[src/rtl/hazard_ctrl_if.sv]
// Signal bundle between the pipeline datapath and the hazard controller.
// master: datapath side (drives hazard sources). slave: hazard_ctrl side.
interface hazard_ctrl_if;
  logic [4:0]  rf_ra0_id, rf_ra1_id;
  logic        rf_re0_id, rf_re1_id;
  logic [4:0]  rf_ra0_ex, rf_ra1_ex;
  logic        rf_re0_ex, rf_re1_ex;
  logic [4:0]  rf_wa_ex, rf_wa_mem, rf_wa_wb;
  logic        rf_we_ex, rf_we_mem, rf_we_wb;
  logic [1:0]  rf_wd_sel_ex;
  logic [1:0]  pc_sel_ex;
  logic        dm_req_mem;
  logic        dm_ack;
  logic        stall_pc, stall_if_id, stall_id_ex, stall_ex_mem;
  logic        flush_if_id, flush_id_ex, flush_mem_wb;
  logic [1:0]  fwd0_sel, fwd1_sel;
  logic        err;
  logic [31:0] cnt_stall, cnt_flush;

  modport master (
    output rf_ra0_id, rf_ra1_id, rf_re0_id, rf_re1_id,
           rf_ra0_ex, rf_ra1_ex, rf_re0_ex, rf_re1_ex,
           rf_wa_ex, rf_wa_mem, rf_wa_wb, rf_we_ex, rf_we_mem, rf_we_wb,
           rf_wd_sel_ex, pc_sel_ex, dm_req_mem, dm_ack,
    input  stall_pc, stall_if_id, stall_id_ex, stall_ex_mem,
           flush_if_id, flush_id_ex, flush_mem_wb,
           fwd0_sel, fwd1_sel, err, cnt_stall, cnt_flush
  );

  modport slave (
    input  rf_ra0_id, rf_ra1_id, rf_re0_id, rf_re1_id,
           rf_ra0_ex, rf_ra1_ex, rf_re0_ex, rf_re1_ex,
           rf_wa_ex, rf_wa_mem, rf_wa_wb, rf_we_ex, rf_we_mem, rf_we_wb,
           rf_wd_sel_ex, pc_sel_ex, dm_req_mem, dm_ack,
    output stall_pc, stall_if_id, stall_id_ex, stall_ex_mem,
           flush_if_id, flush_id_ex, flush_mem_wb,
           fwd0_sel, fwd1_sel, err, cnt_stall, cnt_flush
  );
endinterface

[src/rtl/hazard_ctrl.sv]
// Five-stage pipeline hazard controller: stalls, flushes, forwarding, memory-wait watchdog.
// Optional performance counters are built when HAZARD_PERF_CNT_EN is defined.
module hazard_ctrl #(
  parameter int unsigned MEM_TIMEOUT = 16,
  parameter logic [1:0]  LOAD_SEL    = 2'b01
) (
  input logic         clk,
  input logic         rst,
  hazard_ctrl_if.slave hz
);

  typedef enum logic [1:0] {StRun, StMemWait, StErr} state_e;

  localparam logic [15:0] Timeout = 16'(MEM_TIMEOUT);

  state_e      state_q, state_d;
  logic [15:0] wait_cnt_q, wait_cnt_d;

  logic mem_hold, redirect, load_use, redirect_flush;

  function automatic logic [1:0] fwd_sel(input logic re, input logic [4:0] ra,
                                         input logic we_mem, input logic [4:0] wa_mem,
                                         input logic we_wb, input logic [4:0] wa_wb);
    if (!re || ra == 5'd0)            return 2'b00;
    else if (we_mem && wa_mem == ra)  return 2'b01;
    else if (we_wb && wa_wb == ra)    return 2'b10;
    else                              return 2'b00;
  endfunction

  always_ff @(posedge clk) begin
    if (rst) begin
      state_q    <= StRun;
      wait_cnt_q <= 16'd0;
    end else begin
      state_q    <= state_d;
      wait_cnt_q <= wait_cnt_d;
    end
  end

  always_comb begin
    state_d    = state_q;
    wait_cnt_d = wait_cnt_q;
    unique case (state_q)
      StRun: begin
        wait_cnt_d = 16'd0;
        if (hz.dm_req_mem && !hz.dm_ack) begin
          state_d    = StMemWait;
          wait_cnt_d = 16'd1;
        end
      end
      StMemWait: begin
        if (hz.dm_ack) begin
          state_d    = StRun;
          wait_cnt_d = 16'd0;
        end else if (wait_cnt_q == Timeout) begin
          state_d = StErr;
        end else begin
          wait_cnt_d = wait_cnt_q + 16'd1;
        end
      end
      StErr: ;
      default: state_d = StRun;
    endcase
  end

  always_comb begin
    mem_hold = (state_q == StErr)
             || (state_q == StMemWait && !hz.dm_ack)
             || (state_q == StRun && hz.dm_req_mem && !hz.dm_ack);
    redirect = (hz.pc_sel_ex != 2'b00);
    load_use = hz.rf_we_ex && (hz.rf_wd_sel_ex == LOAD_SEL) && (hz.rf_wa_ex != 5'd0)
             && ((hz.rf_re0_id && hz.rf_ra0_id == hz.rf_wa_ex)
              || (hz.rf_re1_id && hz.rf_ra1_id == hz.rf_wa_ex));
    redirect_flush = !rst && !mem_hold && redirect;

    hz.stall_pc     = 1'b0;
    hz.stall_if_id  = 1'b0;
    hz.stall_id_ex  = 1'b0;
    hz.stall_ex_mem = 1'b0;
    hz.flush_if_id  = 1'b0;
    hz.flush_id_ex  = 1'b0;
    hz.flush_mem_wb = 1'b0;
    hz.fwd0_sel     = 2'b00;
    hz.fwd1_sel     = 2'b00;
    hz.err          = 1'b0;

    if (rst) begin
      hz.flush_if_id  = 1'b1;
      hz.flush_id_ex  = 1'b1;
      hz.flush_mem_wb = 1'b1;
    end else begin
      hz.fwd0_sel = fwd_sel(hz.rf_re0_ex, hz.rf_ra0_ex, hz.rf_we_mem, hz.rf_wa_mem,
                            hz.rf_we_wb, hz.rf_wa_wb);
      hz.fwd1_sel = fwd_sel(hz.rf_re1_ex, hz.rf_ra1_ex, hz.rf_we_mem, hz.rf_wa_mem,
                            hz.rf_we_wb, hz.rf_wa_wb);
      hz.err      = (state_q == StErr);
      if (mem_hold) begin
        hz.stall_pc     = 1'b1;
        hz.stall_if_id  = 1'b1;
        hz.stall_id_ex  = 1'b1;
        hz.stall_ex_mem = 1'b1;
        hz.flush_mem_wb = 1'b1;
      end else if (redirect) begin
        // The ID instruction is squashed, so a pending load-use stall is moot.
        hz.flush_if_id = 1'b1;
        hz.flush_id_ex = 1'b1;
      end else if (load_use) begin
        hz.stall_pc    = 1'b1;
        hz.stall_if_id = 1'b1;
        hz.flush_id_ex = 1'b1;
      end
    end
  end

`ifdef HAZARD_PERF_CNT_EN
  logic [31:0] cnt_stall_q, cnt_flush_q;

  always_ff @(posedge clk) begin
    if (rst) begin
      cnt_stall_q <= 32'd0;
      cnt_flush_q <= 32'd0;
    end else begin
      if (hz.stall_pc)    cnt_stall_q <= cnt_stall_q + 32'd1;
      if (redirect_flush) cnt_flush_q <= cnt_flush_q + 32'd1;
    end
  end

  assign hz.cnt_stall = cnt_stall_q;
  assign hz.cnt_flush = cnt_flush_q;
`else
  logic unused_redirect_flush;
  assign unused_redirect_flush = redirect_flush;
  assign hz.cnt_stall = 32'd0;
  assign hz.cnt_flush = 32'd0;
`endif

endmodule

[src/flat_wrapper.sv]
// flat-port wrapper written by rule: the top's interface ports become plain ports
module hazard_ctrl_flat 
#(
  parameter int unsigned MEM_TIMEOUT = 16,
  parameter logic [1:0]  LOAD_SEL    = 2'b01
)
  (clk, rst, hz_rf_ra0_id, hz_rf_ra1_id, hz_rf_re0_id, hz_rf_re1_id, hz_rf_ra0_ex, hz_rf_ra1_ex, hz_rf_re0_ex, hz_rf_re1_ex, hz_rf_wa_ex, hz_rf_wa_mem, hz_rf_wa_wb, hz_rf_we_ex, hz_rf_we_mem, hz_rf_we_wb, hz_rf_wd_sel_ex, hz_pc_sel_ex, hz_dm_req_mem, hz_dm_ack, hz_stall_pc, hz_stall_if_id, hz_stall_id_ex, hz_stall_ex_mem, hz_flush_if_id, hz_flush_id_ex, hz_flush_mem_wb, hz_fwd0_sel, hz_fwd1_sel, hz_err, hz_cnt_stall, hz_cnt_flush);
  hazard_ctrl_if hz_i ();
  input logic clk;
  input logic rst;
  input wire logic [$bits(hz_i.rf_ra0_id)-1:0] hz_rf_ra0_id;
  input wire logic [$bits(hz_i.rf_ra1_id)-1:0] hz_rf_ra1_id;
  input wire logic [$bits(hz_i.rf_re0_id)-1:0] hz_rf_re0_id;
  input wire logic [$bits(hz_i.rf_re1_id)-1:0] hz_rf_re1_id;
  input wire logic [$bits(hz_i.rf_ra0_ex)-1:0] hz_rf_ra0_ex;
  input wire logic [$bits(hz_i.rf_ra1_ex)-1:0] hz_rf_ra1_ex;
  input wire logic [$bits(hz_i.rf_re0_ex)-1:0] hz_rf_re0_ex;
  input wire logic [$bits(hz_i.rf_re1_ex)-1:0] hz_rf_re1_ex;
  input wire logic [$bits(hz_i.rf_wa_ex)-1:0] hz_rf_wa_ex;
  input wire logic [$bits(hz_i.rf_wa_mem)-1:0] hz_rf_wa_mem;
  input wire logic [$bits(hz_i.rf_wa_wb)-1:0] hz_rf_wa_wb;
  input wire logic [$bits(hz_i.rf_we_ex)-1:0] hz_rf_we_ex;
  input wire logic [$bits(hz_i.rf_we_mem)-1:0] hz_rf_we_mem;
  input wire logic [$bits(hz_i.rf_we_wb)-1:0] hz_rf_we_wb;
  input wire logic [$bits(hz_i.rf_wd_sel_ex)-1:0] hz_rf_wd_sel_ex;
  input wire logic [$bits(hz_i.pc_sel_ex)-1:0] hz_pc_sel_ex;
  input wire logic [$bits(hz_i.dm_req_mem)-1:0] hz_dm_req_mem;
  input wire logic [$bits(hz_i.dm_ack)-1:0] hz_dm_ack;
  output wire logic [$bits(hz_i.stall_pc)-1:0] hz_stall_pc;
  output wire logic [$bits(hz_i.stall_if_id)-1:0] hz_stall_if_id;
  output wire logic [$bits(hz_i.stall_id_ex)-1:0] hz_stall_id_ex;
  output wire logic [$bits(hz_i.stall_ex_mem)-1:0] hz_stall_ex_mem;
  output wire logic [$bits(hz_i.flush_if_id)-1:0] hz_flush_if_id;
  output wire logic [$bits(hz_i.flush_id_ex)-1:0] hz_flush_id_ex;
  output wire logic [$bits(hz_i.flush_mem_wb)-1:0] hz_flush_mem_wb;
  output wire logic [$bits(hz_i.fwd0_sel)-1:0] hz_fwd0_sel;
  output wire logic [$bits(hz_i.fwd1_sel)-1:0] hz_fwd1_sel;
  output wire logic [$bits(hz_i.err)-1:0] hz_err;
  output wire logic [$bits(hz_i.cnt_stall)-1:0] hz_cnt_stall;
  output wire logic [$bits(hz_i.cnt_flush)-1:0] hz_cnt_flush;
  assign hz_i.rf_ra0_id = hz_rf_ra0_id;
  assign hz_i.rf_ra1_id = hz_rf_ra1_id;
  assign hz_i.rf_re0_id = hz_rf_re0_id;
  assign hz_i.rf_re1_id = hz_rf_re1_id;
  assign hz_i.rf_ra0_ex = hz_rf_ra0_ex;
  assign hz_i.rf_ra1_ex = hz_rf_ra1_ex;
  assign hz_i.rf_re0_ex = hz_rf_re0_ex;
  assign hz_i.rf_re1_ex = hz_rf_re1_ex;
  assign hz_i.rf_wa_ex = hz_rf_wa_ex;
  assign hz_i.rf_wa_mem = hz_rf_wa_mem;
  assign hz_i.rf_wa_wb = hz_rf_wa_wb;
  assign hz_i.rf_we_ex = hz_rf_we_ex;
  assign hz_i.rf_we_mem = hz_rf_we_mem;
  assign hz_i.rf_we_wb = hz_rf_we_wb;
  assign hz_i.rf_wd_sel_ex = hz_rf_wd_sel_ex;
  assign hz_i.pc_sel_ex = hz_pc_sel_ex;
  assign hz_i.dm_req_mem = hz_dm_req_mem;
  assign hz_i.dm_ack = hz_dm_ack;
  assign hz_stall_pc = hz_i.stall_pc;
  assign hz_stall_if_id = hz_i.stall_if_id;
  assign hz_stall_id_ex = hz_i.stall_id_ex;
  assign hz_stall_ex_mem = hz_i.stall_ex_mem;
  assign hz_flush_if_id = hz_i.flush_if_id;
  assign hz_flush_id_ex = hz_i.flush_id_ex;
  assign hz_flush_mem_wb = hz_i.flush_mem_wb;
  assign hz_fwd0_sel = hz_i.fwd0_sel;
  assign hz_fwd1_sel = hz_i.fwd1_sel;
  assign hz_err = hz_i.err;
  assign hz_cnt_stall = hz_i.cnt_stall;
  assign hz_cnt_flush = hz_i.cnt_flush;
  hazard_ctrl #(.MEM_TIMEOUT(MEM_TIMEOUT), .LOAD_SEL(LOAD_SEL)) u_core (.clk(clk), .rst(rst), .hz(hz_i));
endmodule
[config.mk]
export PLATFORM = sky130hd
export DESIGN_NAME = hazard_ctrl_flat
export DESIGN_NICKNAME = d
export VERILOG_FILES = /design/src/rtl/hazard_ctrl_if.sv /design/src/rtl/hazard_ctrl.sv /design/src/flat_wrapper.sv
export SDC_FILE = /design/constraint.sdc
export NUM_CORES = 1
export LEC_CHECK = 0
export BUFFER_PORTS_ARGS = -buffer_cell sky130_fd_sc_hd__buf_2
export CAP_MARGIN = 15
export CORE_MARGIN = 4
export CORE_UTILIZATION = 40
export CTS_CLUSTER_DIAMETER = 60
export DETAILED_ROUTE_END_ITERATION = 16
export GPL_TIMING_DRIVEN = 0
export PLACE_DENSITY_LB_ADDON = 0.25
export SKIP_CTS_REPAIR_TIMING = 1
export SLEW_MARGIN = 25
export SYNTH_ARGS = -nofsm -noshare
export SYNTH_HDL_FRONTEND = slang
export SYNTH_SLANG_ARGS = --single-unit
[constraint.sdc]
create_clock -name clk -period 2.1 [get_ports clk]
set_input_delay 0.315 -clock clk [delete_from_list [all_inputs] [get_ports clk]]
set_output_delay 0.315 -clock clk [all_outputs]
set_load 0.01 [all_outputs]
======== After elaboration in Yosys (flattened, before gate mapping) ========
Cells that the tools add are included.
word-level totals
  output and inout port bits .............. 76
  word-level logic and storage cells ...... 76
  flip-flop bits (word level) ............. 18
  input bits .............................. 50
operators by class
  add/subtract/negate cells ............... 1
  bitwise gates (word level) .............. 1
  mux-type cells .......................... 30
  reductions and logical operators ........ 29
  eq/ne operators ......................... 13
operators by type and width
  cell                                                                     count
  16-bit 2-to-1 mux                                                        2
  16-bit case mux with 2 select lines                                      1
  5-bit equality test                                                      6
  2-bit 2-to-1 mux                                                         11
  16-bit by 1-bit adder with 16-bit output, second input constant          1
  16-bit by 5-bit equality test with 1-bit output, second input constant   1
  1-bit 2-to-1 mux                                                         15
  1-bit logical AND                                                        13
  5-bit logical NOT                                                        2
  2-bit case mux with 3 select lines                                       1
  1-bit logical OR                                                         5
  5-bit nonzero test                                                       1
  2-bit by 1-bit equality test with 1-bit output, second input constant    2
  2-bit nonzero test                                                       2
  1-bit logical NOT                                                        3
  3-bit by 2-bit inequality test with 1-bit output, second input constant  1
  3-bit inequality test, second input constant                             1
  3-bit AND reduction                                                      1
  2-bit equality test, second input constant                               1
  2-bit logical NOT                                                        1
  2-bit by 1-bit inequality test with 1-bit output, second input constant  1
  2-bit AND reduction                                                      1
  1-bit inverter                                                           1

======== Depth between registers and ports, before layout ========
Gate-level depths: netlist of the first run.
  depth in word-level cells ............... 8
  depth in mapped cells ................... 7
  gate-level depth less buffers ........... 7

======== Worst setup path after synthesis of the first run ========
Ideal clock, no wire load.
  kind .................................... input -> output
  start ................................... in hz_rf_wa_ex[1]
  end ..................................... out hz_stall_pc
  setup slack ............................. 0.222 ns
  stages on the path ...................... 6
  arrival time ............................ 1.563 ns
  cells stage by stage .................... xnor2_1 > nand4_1 > o22ai_1 > o211ai_1 > o41ai_1 > buf_4
between the ends
  longest elaborated chain between the ends .. 8
  elaborated cells between the ends (all ways) .. 12
  classes of those cells .................. 2 x eq/ne; 4 x mux; 6 x reduce/logical
ends and longest elaborated chain
  what                                           RTL line                              source
  start, declared                                flat_wrapper.sv:19                    input wire logic [$bits(hz_i.rf_wa_ex)-1:0] hz_rf_wa_ex;
  5-bit equality test, on equally long branches  hazard_ctrl.sv:72, hazard_ctrl.sv:73
  1-bit logical AND, on equally long branches    hazard_ctrl.sv:72, hazard_ctrl.sv:73
  1-bit logical OR                               hazard_ctrl.sv:73                     || (hz.rf_re1_id && hz.rf_ra1_id == hz.rf_wa_ex));
  1-bit logical AND (*)                          hazard_ctrl.sv:72                     && ((hz.rf_re0_id && hz.rf_ra0_id == hz.rf_wa_ex)
  1-bit 2-to-1 mux (*) (4 in a row)              --
  end, declared                                  flat_wrapper.sv:29                    output wire logic [$bits(hz_i.stall_pc)-1:0] hz_stall_pc;
Mark *: on every way between the ends. The rest lies on a longest branch, timed or not.

======== Worst setup path after layout of the first run ========
  start ................................... reg u_core.wait_cnt_q[0]
  end ..................................... reg u_core.wait_cnt_q[0]
between the ends
  longest elaborated chain between the ends .. 4
  elaborated cells between the ends (all ways) .. 7
  classes of those cells .................. 1 x add/sub; 2 x eq/ne; 3 x mux; 1 x reduce/logical
ends and longest elaborated chain
  what                                      RTL line           source
  start, declared                           hazard_ctrl.sv:17  logic [15:0] wait_cnt_q, wait_cnt_d;
  start signal, assigned                    hazard_ctrl.sv:36  wait_cnt_q <= wait_cnt_d;
  16-bit by 1-bit adder with 16-bit output  hazard_ctrl.sv:58  wait_cnt_d = wait_cnt_q + 16'd1;
  16-bit 2-to-1 mux                         hazard_ctrl.sv:55  end else if (wait_cnt_q == Timeout) begin
  16-bit 2-to-1 mux                         hazard_ctrl.sv:52  if (hz.dm_ack) begin
  16-bit case mux with 2 select lines       hazard_ctrl.sv:43  unique case (state_q)
Several ways; a longest one is shown, not always the timed one. The select of a mux whose other input is x is not followed.
A chain may end at the register's enable or synchronous reset.

==> results.sh, run 1 <==
export IMPL_io_buffers=60
export IMPL_numCtsBuffers=3
export IMPL_yosysUniqueCellTypes=40
export IMPL_synth_area_mm2=0.001899
export IMPL_status="completed"
export IMPL_max_slew_margin=0.5073
export IMPL_yosysMostFrequentCell="buf_4"
export IMPL_synth_area_leaders="buf_4, dfxtp_1, xnor2_1"
export IMPL_antenna_found_initial=0
export IMPL_die_x_um=76.91
export IMPL_reg2reg_to="u_core.wait_cnt_q[0]"
export IMPL_clock_root_buffer="clkbuf_8"
export IMPL_synth_area_per_cell_um2=7.752
export IMPL_grt_ovfl_total=0
export IMPL_ctsLongestPathBuffers=2
export IMPL_slowest_delay_ns=0.41
export IMPL_wl_per_cell_um=10.67
export IMPL_p_sw_frac=0.2913
export IMPL_drtIter0Drc=51
export IMPL_pre_cts_ws_ns=-0.02136
export IMPL_powerDensity_mw_per_mm2=349.6
export IMPL_reg2regPathDepth=7
export IMPL_r2r_setup_slack_ns=0.16
export IMPL_cts_sinks=18
export IMPL_min_delay_path_depth=3
export IMPL_min_from="hz_dm_ack"
export IMPL_start_kind="flop"
export IMPL_routed_via_density=4.343
export IMPL_clock_skew_ns=0.002990
export IMPL_synth_top_area_frac=0.2609
export IMPL_fin_crit_sh=0.9247
export IMPL_setup_ws_ns=0.1582
export IMPL_yosysSeqAreaShare=0.1897
export IMPL_synth_main_ff_cell="dfxtp_1"
export IMPL_maxCapViolations=0
export IMPL_worst_endpoint_arrival_ns=2.07
export IMPL_grt_use_met2=0.2666
export IMPL_gp_congestion=0.8168
export IMPL_slowest_stage="nand4_1"
export IMPL_dp_cells=420
export IMPL_antenna_cells=0
export IMPL_total_power_uw=896.2
export IMPL_die_y_um=76.91
export IMPL_cts_clk_slew_worst_paths_ns=0.06
export IMPL_htreeDepth=1
export IMPL_grt_busiest_layer="met2"
export IMPL_use_met1=0.1598
export IMPL_reg2reg_from="u_core.wait_cnt_q[0]"
export IMPL_grt_pass1_vias=1646
export IMPL_rows=24
export IMPL_final_cells=423
export IMPL_via_count=1837
export IMPL_drive_gt1_frac=0.3747
export IMPL_drc_errors=0
export IMPL_yosys_warnings=0
export IMPL_n_fill_cell=424
export IMPL_tightest_slew_ns=0.7335
export IMPL_max_freq_mhz=515.0
export IMPL_crit_type="reg -> reg"
export IMPL_p_int_uw=635.2
export IMPL_worstPathMaxFanout=9
export IMPL_io_pins=126
export IMPL_layout_nets=425
export IMPL_drt_pass1_iterations=4
export IMPL_cp_data_required_time_ns=2.23
export IMPL_comb_power_share=0.351
export IMPL_crit_family="simple AND/OR/NAND/NOR gates"
export IMPL_met3_usage=0.04801
export IMPL_crit_buf_inv=1
export IMPL_p_sw_uw=261.1
export IMPL_seqPwrFrac=0.385
export IMPL_finalWirelength_um=4514
export IMPL_grt_util_all_layers=0.1429
export IMPL_ir_worst_vdd_uv=180.4
export IMPL_start_util=0.4245
export IMPL_antenna_left=0
export IMPL_finalSetupViolations=0
export IMPL_cts_tree="yes"
export IMPL_tns_ns=0
export IMPL_syn_inst=245
export IMPL_synth_common_cells="buf_4, xnor2_1, xor2_1"
export IMPL_clock_latency_ns=0.25
export IMPL_hold_viol_final=0
export IMPL_core_mm2=0.004474
export IMPL_cp_end_kind="flop"
export IMPL_dieArea_mm2=0.005914
export IMPL_slew_violations=0
export IMPL_path_cells="inv_1 -> ha_1 -> nor4b_1 -> nand4_1 -> o21ai_4 -> or3_1 -> a21oi_1"
export IMPL_power_leakage_nw=1.271
export IMPL_grt_pass1_wl_um=7100
export IMPL_ys_ff_latch=18
export IMPL_yosys_area_top_type="buf_4"
export IMPL_grt_max_degree=11
export IMPL_clock_power_share=0.264
export IMPL_hold_end="u_core.wait_cnt_q[0]"
export IMPL_syn_to_final_growth_pct=34.98
export IMPL_period_minus_slack_ns=1.942
export IMPL_async_flop_share=0
export IMPL_hpwlAfterDp_um=3982
export IMPL_synth_edf_count=0
export IMPL_min_path_type="in -> reg"
==> stage by stage <==
stage	hold WS, ns	area, um^2	utilization
floorplan	0.4551	2136	-
global placement	0.4728	2501	0.5590
detailed placement	0.4842	2501	0.5590
CTS	0.3748	2542	0.5682
global route	0.4137	2564	0.5730
finish	0.3754	2564	0.5730
==> cell usage in the layout, fill, tap and decap left out, types with 2 or more instances in the layout <==
cell type   n
nand3_1     8
nand4_1     7
ha_1        2
or2_2       2
nor4b_1     2
a21oi_1     6
a311oi_1    3
clkbuf_8    3
o211ai_1    3
conb_1     64
a31oi_1     2
buf_6       3
or3_1       3
xnor2_1    19
xor2_1     19
o21ai_0     7
buf_2      60
nand2_1    12
inv_1       4
nor3b_1     2
and3_1      2
or4_1       4
nor3_1      7
dfxtp_1    18
nor2_1     17
buf_4      66
clkbuf_1    3
nor4_1      8
==> layout make-up <==
class | count | area [um^2] | area share
Multi-Input combinational cell | 213 | 1237 | 0.4827
Buffer | 72 | 540.5 | 0.2108
Sequential cell | 18 | 360.3 | 0.1406
Timing Repair Buffer | 60 | 300.3 | 0.1171
Tap cell | 52 | 65.06 | 0.02538
Clock buffer | 3 | 41.29 | 0.01611
Inverter | 5 | 18.77 | 0.007321
==> flip-flops by register name, summed over array words and instances, names as in the netlist <==
signal / cells
u_core.state_q: 2
u_core.wait_cnt_q: 16
==> tightest hold or removal path: cells and delay by family <==
family | cells | cell delay (ns)
AO/OA/AOI/OAI | 1 | 0.05
buffers and inverters | 1 | 0.11
AND/OR/NAND/NOR | 1 | 0.11
==> kinds of logic after synthesis <==
kind of cell,share of synthesized area
xor+xnor,0.1752
flops,0.1897
mux,0.005270
simple gates,0.2260
buf+inv,0.2945
other cells,0.001974
compound gates,0.09421
fa+ha+maj,0.01317
==> how the worst max path moves through the flow <==
| stage | start | to | slack [ns] | cells after the start |
|---|---|---|---|---|
| CTS | u_core.wait_cnt_q[0] | u_core.wait_cnt_q[13] | -0.03 | 7 |
| finish | u_core.wait_cnt_q[0] | u_core.wait_cnt_q[0] | 0.16 | 7 |
| detailed placement | u_core.wait_cnt_q[0] | u_core.wait_cnt_q[15] | -0.02 | 7 |
| global placement | u_core.wait_cnt_q[0] | u_core.wait_cnt_q[0] | -0.04 | 7 |
| global route | u_core.wait_cnt_q[0] | u_core.wait_cnt_q[10] | -0.01 | 7 |
| floorplan | hz_rf_wa_ex[1] | hz_stall_pc | 0.22 | 6 |
==> per-layer routing <==
layer | routed length (um) | up-vias
met2 | 2394 | 74
met1 | 1687 | 794
met4 | 8 | 0
met5 | 0 | -
met3 | 423 | 3
li1 | - | 966
==> power by group through the flow <==
| stage | clock network [mW] | logic [mW] | registers [mW] |
|---|---|---|---|
| floorplan | 0 | 0.222 | 0.352 |
| global placement | 0 | 0.305 | 0.353 |
| detailed placement | 0 | 0.307 | 0.353 |
| CTS | 0.246 | 0.307 | 0.345 |
| global route | 0.261 | 0.348 | 0.345 |
| finish | 0.236 | 0.315 | 0.345 |
Note: power is estimated with default switching activity, not from simulation.
==> run 2: changes to the inputs <==
--- a/config.mk
+++ b/config.mk
@@ -13,6 +13,7 @@
 export DETAILED_ROUTE_END_ITERATION = 16
 export GPL_TIMING_DRIVEN = 0
 export PLACE_DENSITY_LB_ADDON = 0.25
+export RECOVER_POWER = 100
 export SKIP_CTS_REPAIR_TIMING = 1
 export SLEW_MARGIN = 25
 export SYNTH_ARGS = -nofsm -noshare
==> results.sh, run 2 (synthesized netlist as in run 1, its figures left out) <==
export IMPL_maxCapViolations=0
export IMPL_powerDensity_mw_per_mm2=350.5
export IMPL_design_area_mm2=0.002554
export IMPL_largest_register_ff_count=16
export IMPL_grt_ovfl_total=0
export IMPL_ir_worst_vdd_uv=180.4
export IMPL_fin_util=0.5707
export IMPL_max_freq_mhz=514.4
export IMPL_dpl_cell_area_mm2=0.002501
export IMPL_n_fill_cell=423
export IMPL_period_minus_slack_ns=1.944
export IMPL_syn_to_final_growth_pct=34.45
export IMPL_reg_top3="u_core.wait_cnt_q (16), u_core.state_q (2)"
export IMPL_numCtsBuffers=3
export IMPL_layout_nets=425
export IMPL_routed_via_density=4.310
export IMPL_cts_sinks=18
export IMPL_met3_usage=0.04801
export IMPL_clock_root_buffer="clkbuf_8"
export IMPL_finalWirelength_um=4528
export IMPL_grt_pass1_vias=1646
export IMPL_max_slew_margin=0.5033
export IMPL_fin_crit_sh=0.9257
export IMPL_via_count=1823
export IMPL_drive_gt1_frac=0.3531
export IMPL_worst_endpoint_arrival_ns=2.07
export IMPL_io_buffers=60
export IMPL_finalSetupViolations=0
export IMPL_multi_input_area_mm2=0.001237
export IMPL_min_path_type="in -> reg"
export IMPL_grt_busiest_layer="met2"
export IMPL_htreeDepth=1
export IMPL_antenna_found_initial=0
export IMPL_rows=24
export IMPL_setup_ws_ns=0.1560
export IMPL_cts_tree="yes"
export IMPL_hold_viol_final=0
export IMPL_die_y_um=76.91
export IMPL_gp_congestion=0.8168
export IMPL_hpwlAfterDp_um=3982
export IMPL_dieArea_mm2=0.005914
export IMPL_antenna_left=0
export IMPL_grt_use_met2=0.2666
export IMPL_crit_type="reg -> reg"
export IMPL_power_leakage_nw=1.243
export IMPL_final_cells=423
export IMPL_drt_pass1_iterations=4
export IMPL_io_pins=126
export IMPL_use_met1=0.1598
export IMPL_drtIter0Drc=56
export IMPL_clock_latency_ns=0.25
export IMPL_grt_max_degree=11
export IMPL_mostFrequentLayoutCells="buf_4, conb_1, buf_2"
export IMPL_layout_commonest_cell="buf_4"
export IMPL_largest_register="u_core.wait_cnt_q"
export IMPL_wl_per_cell_um=10.70
export IMPL_slew_violations=0
export IMPL_die_x_um=76.91
export IMPL_start_util=0.4245
export IMPL_grt_util_all_layers=0.1429
export IMPL_dp_cells=420
export IMPL_pre_cts_ws_ns=-0.02136
export IMPL_core_mm2=0.004474
export IMPL_cts_clk_slew_worst_paths_ns=0.06
export IMPL_total_power_uw=895.2
export IMPL_status="completed"
export IMPL_antenna_cells=0
export IMPL_cp_data_required_time_ns=2.23
export IMPL_cp_end_kind="flop"
export IMPL_clock_skew_ns=0.002980
export IMPL_ctsLongestPathBuffers=2
export IMPL_seqCellArea_um2=360.3
export IMPL_tightest_slew_ns=0.7394
export IMPL_grt_pass1_wl_um=7100
export IMPL_drc_errors=0
export IMPL_worstPathMaxFanout=9
export IMPL_start_kind="flop"
[run 2: cell count changes in the layout (fill, tap and decap cells not counted), sizes merged]
cell    before  now
clkbuf       6   15
buf        129  120
[run 2: final timing paths]
kind,start,to,slack (ns),cells after the start
worst max-delay path,u_core.wait_cnt_q[0],u_core.wait_cnt_q[0],0.16,7
worst min-delay path,hz_dm_ack,u_core.wait_cnt_q[0],0.38,3
worst max register to register,u_core.wait_cnt_q[0],u_core.wait_cnt_q[0],0.16,7
worst min register to register,u_core.wait_cnt_q[15],u_core.wait_cnt_q[15],0.49,2
[run 2: worst max-delay path, stage by stage, from the launching register on]
cell and delay (ns):
dfxtp_1 0.33, inv_1 0.08, ha_1 0.16, nor4b_1 0.23, nand4_1 0.41, o21ai_4 0.38
or3_1 0.15, a21oi_1 0.05
[run 2: stage by stage]
step / setup TNS, ns / hold WS (ns)
2_1_floorplan: 0 / 0.4551
3_3_place_gp: -0.1132 / 0.4728
3_5_place_dp: -0.04249 / 0.4842
4_1_cts: -0.08375 / 0.3748
5_1_grt: -0.03462 / 0.4137
6_report: 0 / 0.3755
[run 2: cell type report]
cell class                      count  share of cell area
Multi-Input combinational cell    213              0.4846
Buffer                             72              0.2117
Sequential cell                    18              0.1411
Timing Repair Buffer               60              0.1137
Tap cell                           52             0.02548
Clock buffer                        3             0.01617
Inverter                            5            0.007349
[run 2: report_power, final]
part	leakage, nW	internal (mW)	switching [mW]	total [mW]
clock network	0.0216	0.127	0.109	0.236
logic	1.08	0.163	0.151	0.314
registers	0.145	0.343	0.00175	0.345
[run 2: metal layers]
metal  vias up  share of wire
met5         -              0
met3         3          0.095
met4         0         0.0018
met2        73           0.53
met1       783           0.38
li1        964              -
